$ cat src/rtl/ctrl_pipe_pkg.sv
// Shared opcode/funct encodings, ALU op codes and the control bundle layout
// used by the decoder and every EX/MEM/WB consumer of the control pipeline.
package ctrl_pipe_pkg;

  localparam int unsigned REG_W = 5;
  localparam int unsigned OP_W  = 6;

  localparam logic [OP_W-1:0] OP_SPECIAL = 6'h00;
  localparam logic [OP_W-1:0] OP_J       = 6'h02;
  localparam logic [OP_W-1:0] OP_JAL     = 6'h03;
  localparam logic [OP_W-1:0] OP_BEQ     = 6'h04;
  localparam logic [OP_W-1:0] OP_BNE     = 6'h05;
  localparam logic [OP_W-1:0] OP_ADDIU   = 6'h09;
  localparam logic [OP_W-1:0] OP_ORI     = 6'h0D;
  localparam logic [OP_W-1:0] OP_LUI     = 6'h0F;
  localparam logic [OP_W-1:0] OP_LW      = 6'h23;
  localparam logic [OP_W-1:0] OP_SB      = 6'h28;
  localparam logic [OP_W-1:0] OP_SW      = 6'h2B;

  localparam logic [OP_W-1:0] FN_SLL  = 6'h00;
  localparam logic [OP_W-1:0] FN_SRA  = 6'h03;
  localparam logic [OP_W-1:0] FN_JR   = 6'h08;
  localparam logic [OP_W-1:0] FN_MFHI = 6'h10;
  localparam logic [OP_W-1:0] FN_MFLO = 6'h12;
  localparam logic [OP_W-1:0] FN_MULT = 6'h18;
  localparam logic [OP_W-1:0] FN_DIV  = 6'h1A;
  localparam logic [OP_W-1:0] FN_ADDU = 6'h21;
  localparam logic [OP_W-1:0] FN_SUBU = 6'h23;
  localparam logic [OP_W-1:0] FN_AND  = 6'h24;
  localparam logic [OP_W-1:0] FN_OR   = 6'h25;
  localparam logic [OP_W-1:0] FN_SLT  = 6'h2A;

  localparam logic [3:0] ALU_NONE = 4'd0;
  localparam logic [3:0] ALU_ADD  = 4'd1;
  localparam logic [3:0] ALU_SUB  = 4'd2;
  localparam logic [3:0] ALU_AND  = 4'd3;
  localparam logic [3:0] ALU_OR   = 4'd4;
  localparam logic [3:0] ALU_SLT  = 4'd5;
  localparam logic [3:0] ALU_SLL  = 4'd6;
  localparam logic [3:0] ALU_SRA  = 4'd7;
  localparam logic [3:0] ALU_LUI  = 4'd8;
  localparam logic [3:0] ALU_MULT = 4'd9;
  localparam logic [3:0] ALU_DIV  = 4'd10;

  // Bit 0 (reg_write) is the LSB; consumers slice by field name.
  typedef struct packed {
    logic       is_muldiv;
    logic       jump_link;
    logic       jump_reg;
    logic       jump;
    logic       branch;
    logic       reg_dest;
    logic       alu_src;
    logic [3:0] alu_op;
    logic       mem_write;
    logic       mem_to_reg;
    logic       reg_write;
  } ctrl_t;

  localparam int unsigned CTRL_W = $bits(ctrl_t);

  typedef struct packed {
    logic             valid;
    ctrl_t            ctrl;
    logic [REG_W-1:0] dest;
  } stage_t;

endpackage

$ cat src/rtl/ctrl_decode.sv
// Combinational ID-stage decoder: control bundle, destination register and
// the operand/HI-LO usage flags needed by the hazard logic.
module ctrl_decode
  import ctrl_pipe_pkg::*;
(
  input  logic [OP_W-1:0]  opcode,
  input  logic [OP_W-1:0]  funct,
  input  logic [REG_W-1:0] rt,
  input  logic [REG_W-1:0] rd,
  output ctrl_t            ctrl,
  output logic [REG_W-1:0] dest,
  output logic             reads_rt,
  output logic             is_hilo_user
);

  always_comb begin
    ctrl         = '0;
    reads_rt     = 1'b0;
    is_hilo_user = 1'b0;
    unique case (opcode)
      OP_SPECIAL: begin
        reads_rt       = 1'b1;
        ctrl.reg_dest  = 1'b1;
        ctrl.reg_write = 1'b1;
        case (funct)
          FN_JR: begin
            ctrl.reg_write = 1'b0;
            ctrl.jump      = 1'b1;
            ctrl.jump_reg  = 1'b1;
          end
          FN_MULT, FN_DIV: begin
            ctrl.reg_write = 1'b0;
            ctrl.is_muldiv = 1'b1;
            ctrl.alu_op    = (funct == FN_MULT) ? ALU_MULT : ALU_DIV;
            is_hilo_user   = 1'b1;
          end
          FN_MFHI, FN_MFLO: is_hilo_user = 1'b1;
          FN_ADDU: ctrl.alu_op = ALU_ADD;
          FN_SUBU: ctrl.alu_op = ALU_SUB;
          FN_AND:  ctrl.alu_op = ALU_AND;
          FN_OR:   ctrl.alu_op = ALU_OR;
          FN_SLT:  ctrl.alu_op = ALU_SLT;
          FN_SLL: begin
            ctrl.alu_op  = ALU_SLL;
            ctrl.alu_src = 1'b1;
          end
          FN_SRA: begin
            ctrl.alu_op  = ALU_SRA;
            ctrl.alu_src = 1'b1;
          end
          default: ;
        endcase
      end
      OP_J: ctrl.jump = 1'b1;
      OP_JAL: begin
        ctrl.jump      = 1'b1;
        ctrl.jump_link = 1'b1;
        ctrl.reg_write = 1'b1;
      end
      OP_BEQ, OP_BNE: begin
        reads_rt    = 1'b1;
        ctrl.branch = 1'b1;
        ctrl.alu_op = ALU_SUB;
      end
      OP_ADDIU, OP_ORI, OP_LUI: begin
        ctrl.reg_write = 1'b1;
        ctrl.alu_src   = 1'b1;
        ctrl.alu_op    = (opcode == OP_ADDIU) ? ALU_ADD :
                         (opcode == OP_ORI)   ? ALU_OR  : ALU_LUI;
      end
      OP_LW: begin
        ctrl.reg_write  = 1'b1;
        ctrl.mem_to_reg = 1'b1;
        ctrl.alu_src    = 1'b1;
        ctrl.alu_op     = ALU_ADD;
      end
      OP_SW, OP_SB: begin
        reads_rt       = 1'b1;
        ctrl.mem_write = 1'b1;
        ctrl.alu_src   = 1'b1;
        ctrl.alu_op    = ALU_ADD;
      end
      default: ;
    endcase
  end

  // JAL links into r31; non-writers report r0 so hazard checks ignore them.
  always_comb begin
    dest = '0;
    if (opcode == OP_JAL)  dest = REG_W'(31);
    else if (ctrl.reg_write) dest = ctrl.reg_dest ? rd : rt;
  end

endmodule

$ cat src/rtl/ctrl_pipe.sv
// Control pipeline: decodes the ID instruction, carries the bundle through
// NUM_STAGES registered stages, and generates load-use / HI-LO stalls.
module ctrl_pipe
  import ctrl_pipe_pkg::*;
#(
  parameter int unsigned NUM_STAGES = 3,
  parameter int unsigned MULDIV_LAT = 4
) (
  input  logic                         clk,
  input  logic                         rst_n,
  input  logic                         id_valid,
  input  logic [5:0]                   id_opcode,
  input  logic [5:0]                   id_funct,
  input  logic [4:0]                   id_rs,
  input  logic [4:0]                   id_rt,
  input  logic [4:0]                   id_rd,
  input  logic                         flush,
  output logic                         id_stall,
  output logic                         muldiv_busy,
  output logic [NUM_STAGES-1:0]        stage_valid,
  output logic [NUM_STAGES*CTRL_W-1:0] stage_ctrl,
  output logic [NUM_STAGES*5-1:0]      stage_dest
);

  // Six bits so a latency of 32 is representable.
  localparam int unsigned CNT_W = 6;

  ctrl_t            dec_ctrl;
  logic [REG_W-1:0] dec_dest;
  logic             dec_reads_rt;
  logic             dec_hilo;

  stage_t           st_q [NUM_STAGES];
  stage_t           st_d [NUM_STAGES];
  logic [CNT_W-1:0] cnt_q, cnt_d;
  logic             load_use, hilo_haz, bubble;

  ctrl_decode u_decode (
    .opcode       (id_opcode),
    .funct        (id_funct),
    .rt           (id_rt),
    .rd           (id_rd),
    .ctrl         (dec_ctrl),
    .dest         (dec_dest),
    .reads_rt     (dec_reads_rt),
    .is_hilo_user (dec_hilo)
  );

  always_comb begin
    load_use = st_q[0].valid && st_q[0].ctrl.mem_to_reg && (st_q[0].dest != '0) && id_valid &&
               ((st_q[0].dest == id_rs) || (dec_reads_rt && (st_q[0].dest == id_rt)));
    hilo_haz = muldiv_busy && dec_hilo;
  end

  assign muldiv_busy = (cnt_q != '0);
  assign id_stall    = (load_use || hilo_haz) && !flush;
  assign bubble      = id_stall || flush;

  // Stage 0 takes ID or a bubble; later stages always advance.
  always_comb begin
    st_d[0] = bubble ? '0 : stage_t'{valid: id_valid, ctrl: dec_ctrl, dest: dec_dest};
    for (int unsigned k = 1; k < NUM_STAGES; k++) st_d[k] = st_q[k-1];
  end

  always_comb begin
    cnt_d = cnt_q;
    if (!bubble && id_valid && dec_ctrl.is_muldiv) cnt_d = CNT_W'(MULDIV_LAT);
    else if (cnt_q != '0)                          cnt_d = cnt_q - CNT_W'(1);
  end

  always_ff @(posedge clk or negedge rst_n) begin
    if (!rst_n) cnt_q <= '0;
    else        cnt_q <= cnt_d;
  end

  for (genvar k = 0; k < NUM_STAGES; k++) begin : g_stage
    always_ff @(posedge clk or negedge rst_n) begin
      if (!rst_n) st_q[k] <= '0;
      else        st_q[k] <= st_d[k];
    end
    assign stage_valid[k]                   = st_q[k].valid;
    assign stage_ctrl[k*CTRL_W +: CTRL_W]   = st_q[k].ctrl;
    assign stage_dest[k*REG_W +: REG_W]     = st_q[k].dest;
  end

endmodule

$ cat config.mk
export PLATFORM = sky130hd
export DESIGN_NAME = ctrl_pipe
export DESIGN_NICKNAME = d
export VERILOG_FILES = /design/src/rtl/ctrl_pipe_pkg.sv /design/src/rtl/ctrl_decode.sv /design/src/rtl/ctrl_pipe.sv
export SDC_FILE = /design/constraint.sdc
export NUM_CORES = 1
export LEC_CHECK = 0
export BUFFER_PORTS_ARGS = -buffer_cell sky130_fd_sc_hd__buf_2
export CORE_AREA = 2 2 93 95
export CTS_CLUSTER_SIZE = 28
export DETAILED_ROUTE_END_ITERATION = 12
export DIE_AREA = 0 0 95 97
export HOLD_SLACK_MARGIN = 0.02
export PLACE_DENSITY = 0.63
export SETUP_SLACK_MARGIN = 0.3
export SYNTH_ARGS = -nofsm -noshare
export SYNTH_HDL_FRONTEND = slang
export SYNTH_SLANG_ARGS = --single-unit
$ cat constraint.sdc
create_clock -name clk -period 5.1 [get_ports clk]
set_input_delay 1.02 -clock clk [delete_from_list [all_inputs] [get_ports clk]]
set_output_delay 1.02 -clock clk [all_outputs]
set_load 0.03 [all_outputs]
Yosys cells after proc, flatten, opt, wreduce, memory -nomap -nowiden:

Cells that the tools add are included.
W data, S select, Z words.

* $add $sub $neg: 1
* equal/unequal tests: 23
* multiplexer cells: 28
* reductions and logical operators: 31

Operators by type and width (number)
* $eq A6 B6 Y1 const B: 8
* $pmux W4 S8: 1
* $eq A6 B4 Y1 const B: 4
* $eq A6 B5 Y1 const B: 4
* $mux W20: 1
* $eq A6 B2 Y1 const B: 3
* $pmux W4 S4: 1
* $mux W5: 3
* $mux W1: 13
* $eq A6 B3 Y1 const B: 2
* $logic_not A6 Y1: 2
* $mux W6: 2
* $eq A5 B5 Y1: 2
* $reduce_or A2 Y1: 5
* $reduce_or A5 Y1: 2
* $logic_and A1 B1 Y1: 9
* $reduce_or A3 Y1: 3
* $mux W4: 2
* $pmux W1 S2: 3
* $reduce_bool A6 Y1: 1
* $reduce_or A6 Y1: 1
* $sub A6 B1 Y6 const B: 1
* $reduce_bool A5 Y1: 1
* $mux W2: 2
* 4 further kinds: 7

* register bits after elaboration: 66
* input bits: 31

Depth between registers and ports, before layout:

Gate-level depths: netlist of run 1.

* word-level depth: 13
* mapped depth: 8
* depth with buffers taken out: 7

By module:

A second synthesis of run 1 with hierarchy kept.

* cell total of the unflattened synthesis: 259
* area, all modules: 3007.9 um2

By module, submodules not included
* ctrl_pipe: times used 1, cells each 181, area an instance 2468.6 um2, sequential area each 1651.6 um2
* ctrl_decode: times used 1, cells each 78, area an instance 539.3 um2, sequential area each 0.0 um2

Worst setup path after synthesis of run 1:

No wires, ideal clock.

* kind: input-to-output
* from: in id_opcode[5]
* to: out id_stall
* arrival time: 2.361 ns
* data required time: 4.080 ns
* slack: 1.719 ns
* cell stages on the path: 6
* cell sequence: clkbuf_1 nand2_1 a211o_1 nand2_1 a21oi_1 a21oi_1

* word-level cells in the longest chain between the ends: 8

RTL lines
* start: declaration: line ctrl_pipe.sv:12 `input logic [5:0] id_opcode,`
* $eq A6 B3 Y1 (tied with other cells): line ctrl_decode.sv:20 `unique case (opcode)`
* $reduce_or A5 Y1 (no line)
* $mux W1: line ctrl_decode.sv:20
* $logic_and A1 B1 Y1: line ctrl_pipe.sv:51 `((st_q[0].dest == id_rs) || (dec_reads_rt && (st_q[0].dest == id_rt)));`
* $logic_or A1 B1 Y1: line ctrl_pipe.sv:51
* $logic_and A1 B1 Y1: line ctrl_pipe.sv:50 `load_use = st_q[0].valid && st_q[0].ctrl.mem_to_reg && (st_q[0].dest != '0) && id_valid &&`
* $logic_or A1 B1 Y1 (*): line ctrl_pipe.sv:56 `assign id_stall = (load_use || hilo_haz) && !flush;`
* $logic_and A1 B1 Y1 (*): line ctrl_pipe.sv:56
* end: declaration: line ctrl_pipe.sv:18 `output logic id_stall,`

Mark *: on every way between the ends. The rest lies on a longest branch, timed or not.

Worst setup path after layout of run 1:

* from: in id_rt[0]
* to: out id_stall

* word-level cells in the longest chain between the ends: 6

RTL lines
* start: declaration: line ctrl_pipe.sv:15 `input logic [4:0] id_rt,`
* $eq A5 B5 Y1: line ctrl_pipe.sv:51
* $logic_and A1 B1 Y1: line ctrl_pipe.sv:51
* $logic_or A1 B1 Y1: line ctrl_pipe.sv:51
* $logic_and A1 B1 Y1: line ctrl_pipe.sv:50
* $logic_or A1 B1 Y1: line ctrl_pipe.sv:56
* $logic_and A1 B1 Y1: line ctrl_pipe.sv:56

Every way passes these cells.

==> results.md, run 1 <==
- Peak supply drop: 0.111 mV
- Top-area cell type share of the netlist area: 0.543
- Routed WL per cell: 14.2 microns
- Ratio of cells with drive above 1 in the final layout: 0.372
- Startpoint types: input pin
- Period utilization: 0.682
- Yosys reg bits: 66
- Nets: 358
- Multi-input logic area: 1000 sq um
- End of the worst register-to-register path: stage_dest[0]
- Slack of the critical path: 1.62 ns
- Fill cells: 780
- Die width: 95 microns
- Crit path required time: 4.08 ns
- Initial antenna violation count: 1
- Area Growth Syn to Fin: 14.4%
- N_diodes: 0
- Worst rel slew slack: 0.439
- Library cells used by synthesis: 55
- RSZ-0062 raised after global routing: false
- Post-placement cell count: 420
- Worst Skew: 0.00662 ns
- F_max: 288 MHz
- Number of DRC markers in iteration 0: 97
- Depth of the worst register-to-register path: 6
- Cts hold-fix bufs: 0
- PortBufs: 92
- First-pass GRT wire length: 9.82 mm
- Syn_nets: 307
- Status: finished clean
- Core area: 8130 sq um
- Setup_tns: 0 ns
- Hpwl dp: 4.60 mm
- Setup Fix Bufs, Post-CTS: 0
- Synth Flop Type: dfrtp_1
- # IOs: 93
- Worst skew pair latency: 0.33 ns
- Initial Util: 0.374
- Post-synth ARST share: 1.00
- Clock Path Buffers: 2
- Root Driver: clkbuf_8
- Worst setup path start: id_rt[0]
- Post-DRT Antenna Nets: 0
- DP Worst Slack: 1.72 ns
- Slew Viols, Final: 0
- Sequential-to-total area share from yosys stat: 0.543
- Area leader, netlist: dfrtp_1
- Final hold vios: 0
- TritonCTS Sinks: 66
- Worst R2R Setup Slack: 2.75 ns
- Cell count after synthesis: 275
- Power per cell area: 343 nW/um^2
- GRT Overall Usage: 0.139
- PnR Total Power: 1.19 mW
- Critical-path maximum fanout: 3
- Mean Syn Cell Area: 11.1 sq um
- Max_cap viols: 0
- GRT overflow: 0
- Hold WS: 0.366 ns
- # DRC: 0
- Vias: 2159
- Num rows: 33
- Area contributors post-synth: dfrtp_1, buf_4, nor3_1
- Register area: 1650 sq um
- Reg-to-Reg Start: cnt_q[0]
- Drt total wl: 6.19 mm
- Crit path arrival time: 2.46 ns
- # resized after CTS: 0
- Pre-antenna DRT Iters: 5
- Fin cells: 436
- Gpl congestion: 0.838
- Inserted Clock Buffers: 9
- Die Height: 97 microns
- Period minus WS final: 3.48 ns
- Clock tree from TritonCTS: built
- CP Capture Type: output pin
- Synthesized area: 3040 sq um
- Final-report setup violation count: 0
- CTS clk-pin slew, worst paths: 0.07 ns
- Vias in the first global route: 2057
- Die area: 9220 sq um
- Via/cell ratio: 4.95
- Slew @ Worst Pin: 0.842 ns
- Synth Warn #: 0
- Critical path type: in -> out
- Hold Path Class: reg -> reg
- Largest net degree at the start of global routing: 40
- CP Capture Point: id_stall
- Leakage: 1.81 nW
- EDFF count, synth: 0
- H-tree levels: 3
-- metrics by stage --
step / util / instance area [sq um]
finish: 0.428 / 3480
global route: 0.428 / 3480
CTS: 0.428 / 3480
detailed placement: 0.403 / 3280
global placement: 0.403 / 3280
floorplan: - / 3040
-- placed cells by master (no fill, tap or decap), types with 6 or more instances in the layout --
cell type,instances
o21ai_0,9
xnor2_1,8
nor2_1,16
nor3_1,19
xor2_1,6
nand2_1,14
dfrtp_1,66
buf_2,92
a21oi_1,7
clkbuf_8,10
-- cell usage after synthesis, types with 3 or more instances --
master,n
xor2_1,6
xnor2_1,8
a221oi_1,4
buf_2,4
clkbuf_1,7
buf_4,41
nand3_1,5
inv_1,5
nand2b_1,5
dfrtp_1,66
nor3b_1,3
a211oi_1,4
and3_1,3
or2_2,3
nor2b_1,3
nor3_1,19
nand4_1,4
a21oi_1,7
o21ai_0,9
nor2_1,16
nand2_1,14
-- registers in the layout, indices dropped and copies added, names as in the netlist --
name,count
stage_valid,3
stage_dest,15
cnt_q,6
stage_ctrl,42
-- critical path, stage by stage --
cell and delay (ns):
buf_2 0.12, xnor2_1 0.14, nand4_1 0.13, nor4b_1 0.55, a21oi_1 0.13, a21oi_1 0.16
buf_2 0.21
-- routing by layer --
metal	GRT usage	vias to the layer above	wire (microns)
li1	-	1026	-
met2	0.211	71	2980
met3	0.0428	14	385
met4	0.0769	2	118
met5	0	-	13
met1	0.174	1046	2690
-- cell type report --
cell class              count  share of cell area
flip-flops and latches     66               0.474
multi-input cells         150               0.289
repair buffers             93               0.134
clock buffers              10              0.0395
well taps                 105              0.0377
clock inverters             6              0.0190
inverters                   6             0.00647
-- power by group --
| group | internal (mW) | leakage [nW] | switching (mW) | total [mW] |
|---|---|---|---|---|
| logic | 0.0769 | 0.805 | 0.104 | 0.181 |
| clock network | 0.240 | 0.106 | 0.195 | 0.434 |
| registers | 0.556 | 0.903 | 0.0240 | 0.580 |
-- cell families after synthesis --
logic type	Yosys count	share of synthesized area
xor gates and xnor gates	14	0.0403
and+or+nand+nor	91	0.171
AOI/OAI and AO/OA	41	0.104
DFF	66	0.543
buffers and inverters	59	0.127
muxes	3	0.0107
adders and majority gates	1	0.00411
-- worst min-delay path by stage --
stage	from	to	slack [ns]	depth (start not counted)
2_1_floorplan	stage_ctrl[0]	stage_ctrl[14]	0.35	0
3_3_place_gp	stage_ctrl[17]	stage_ctrl[31]	0.35	0
3_5_place_dp	stage_ctrl[17]	stage_ctrl[31]	0.36	0
4_1_cts	stage_ctrl[24]	stage_ctrl[38]	0.37	0
5_1_grt	stage_ctrl[10]	stage_ctrl[24]	0.38	0
6_report	stage_ctrl[24]	stage_ctrl[38]	0.37	0
(Power assumes the default switching activity.)
==> run 2: changes to the inputs <==
--- a/config.mk
+++ b/config.mk
@@ -11,7 +11,7 @@
 export DETAILED_ROUTE_END_ITERATION = 12
 export DIE_AREA = 0 0 95 97
 export HOLD_SLACK_MARGIN = 0.02
-export PLACE_DENSITY = 0.63
+export PLACE_DENSITY = 0.65
 export SETUP_SLACK_MARGIN = 0.3
 export SYNTH_ARGS = -nofsm -noshare
 export SYNTH_HDL_FRONTEND = slang
==> constraint.sdc (replaced) <==
create_clock -name clk -period 3.1 [get_ports clk]
set_input_delay 0.62 -clock clk [delete_from_list [all_inputs] [get_ports clk]]
set_output_delay 0.62 -clock clk [all_outputs]
set_load 0.03 [all_outputs]
==> run 2 against run 1 <==
Net effect: critical endpoint is now muldiv_busy; clock skew up 0.0052 ns; final cell count increased by 0.46%; combinational power increased by 68%; utilization grew 0.37 points; final area is 0.86% higher; die area unchanged; sequential share of layout area down 0.41 points; non-clock buffer count is 2 higher; worst setup slack got worse by 1.1 ns; total power rose by 67%; critical path depth decreased by 2; clock power is 70% higher.
==> results.md, run 2 (synthesis results as in run 1) <==
- Status: finished clean
- GRT overflow: 0 (unchanged)
- Clock tree from TritonCTS: built
- Root Driver: clkbuf_8
- Ratio of cells with drive above 1 in the final layout: 0.378 (+0.00678)
- WP buf/inv: 2 (unchanged)
- Initial antenna violation count: 0 (-1)
- GRT Overall Usage: 0.142 (+0.00326)
- F_max: 381 MHz
- Worst rel slew slack: 0.333 (-0.106)
- Critical path type: reg -> out
- Area Growth Syn to Fin: 15.4%
- H-tree levels: 3 (unchanged)
- Period minus WS final: 2.62 ns
- Max_cap viols: 0 (unchanged)
- Most frequent cells in the layout: buf_2, dfrtp_1, nor3_1
- Worst path slowest cell: or3b_4
- Via/cell ratio: 4.89 (-1.3%)
- First-pass GRT wire length: 10.2 mm (+4.3%)
- Critical Path, Cell by Cell: inv_1 > ha_1 > or3b_4 > or2_2 > buf_2
- Slew @ Worst Pin: 1.00 ns (+0.159 ns)
- Commonest non-fill, non-tap cell in the layout: buf_2
- Number of DRC markers in iteration 0: 124 (+28%)
- Hpwl dp: 4.91 mm (+6.7%)
- Critical-path maximum fanout: 6 (+3)
- Nets: 360 (+0.56%)
- # IOs: 93 (unchanged)
- Power per cell area: 569 nW/um^2 (+66%)
- CTS clk-pin slew, worst paths: 0.07 ns (about the same)
- Fill cells: 776 (-0.51%)
- Util after Layout: 0.432 (+0.00369)
- Die Height: 97 microns (unchanged)
- Cts hold-fix bufs: 0 (unchanged)
- Max reg flops: 42 (unchanged)
- TritonCTS Sinks: 66 (unchanged)
- Worst skew pair latency: 0.34 ns (about the same)
- Final hold vios: 0 (unchanged)
- CP max stage delay: 0.42 ns (-0.13 ns)
- Post-placement cell count: 422 (+0.48%)
- Worst Skew: 0.0118 ns (+0.00520 ns)
- Crit path required time: 2.48 ns (-1.60 ns)
- Largest net degree at the start of global routing: 49 (+23%)
- Slew Viols, Final: 0 (unchanged)
- Drt total wl: 6.35 mm (+2.6%)
- Hold Path Class: reg -> reg
- Core area: 8130 sq um (unchanged)
- Setup_tns: 0 ns (unchanged)
- N_diodes: 0 (unchanged)
- Num rows: 33 (unchanged)
- Vias: 2140 (-0.88%)
- Inserted Clock Buffers: 9 (unchanged)
- Die area: 9220 sq um (unchanged)
- CP Capture Type: output pin
- Post-DRT Antenna Nets: 0 (unchanged)
- Vias in the first global route: 2097 (+1.9%)
- PortBufs: 92 (unchanged)
- Clock Path Buffers: 2 (unchanged)
- Peak supply drop: 0.176 mV (+58%)
- RSZ-0062 raised after global routing: false
- Crit path arrival time: 2.00 ns (-0.46 ns)
- Routed WL per cell: 14.5 microns (+2.1%)
- # DRC: 0 (unchanged)
- Delay-heaviest family, CP: simple AND/OR/NAND/NOR gates
- Fin cells: 438 (+0.46%)
- Initial Util: 0.374 (unchanged)
- Die width: 95 microns (unchanged)
- Pre-antenna DRT Iters: 4 (-1)
- Final-report setup violation count: 0 (unchanged)
- Period utilization: 0.847
- Leakage: 1.82 nW (+0.12%)
- Startpoint types: register
- Gpl congestion: 0.800 (-4.5%)
-- run 2: cell count changes in the layout (fill, tap and decap cells not counted), sizes merged --
cell,before,now
clkinvlp,0,3
clkbuf,10,11
inv,6,7
buf,93,95
clkinv,5,0
-- run 2: path summary, 6_finish.rpt --
kind / startpoint / endpoint / slack, ns / depth (start not counted)
max in group asynchronous: rst_n / stage_dest[11] / 1.93 / 2
hold / removal: stage_ctrl[7] / stage_ctrl[21] / 0.37 / 0
setup reg to reg: cnt_q[0] / stage_ctrl[1] / 0.65 / 6
hold reg to reg: stage_ctrl[7] / stage_ctrl[21] / 0.37 / 0
setup / recovery: cnt_q[0] / muldiv_busy / 0.48 / 5
min in group asynchronous: rst_n / stage_valid[2] / 0.45 / 1
-- run 2: routing by layer --
layer,track usage,wire (microns)
met1,0.191,2830
met5,0,0
met4,0.0468,68
met2,0.220,2960
met3,0.0397,494
-- run 2: worst register-to-register path: cells and delay by family, from the launching register on --
family                   cells  cell delay (ns)
AND/OR/NAND/NOR              3             1.40
flip-flops                   1             0.41
adder cells (fa/ha/maj)      1             0.20
buffers and inverters        1             0.07
AO/OA/AOI/OAI                1             0.24
-- run 2: repair_timing --
action                     4_1_cts  5_1_grt
buffers inserted                 0        0
setup endpoints to repair        0        1
resized for setup                0        1
-- run 2: layout make-up --
type                    count  area (sq um)  area share
flip-flops and latches     66          1650       0.470
clock buffers              11           151      0.0431
inverters                   6          22.5     0.00641
multi-input cells         150          1010       0.288
clock inverters             5          61.3      0.0175
repair buffers             95           483       0.138
well taps                 105           131      0.0374
-- run 2: where the power goes --
part           total (mW)  internal, mW  switching, mW
registers           0.955         0.914         0.0412
clock network       0.739         0.418          0.321
logic               0.304         0.128          0.175
total                2.00          1.46          0.538
-- run 2: per-stage QoR --
step / instance area [sq um] / hold slack (ns) / total power [mW] / setup slack (ns)
detailed placement: 3290 / 0.359 / 1.28 / 0.535
finish: 3510 / 0.367 / 2.00 / 0.475
global route: 3510 / 0.379 / 2.12 / 0.372
floorplan: 3040 / 0.324 / 1.19 / 0.519
CTS: 3510 / 0.374 / 2.03 / 0.430
global placement: 3290 / 0.354 / 1.26 / 0.568
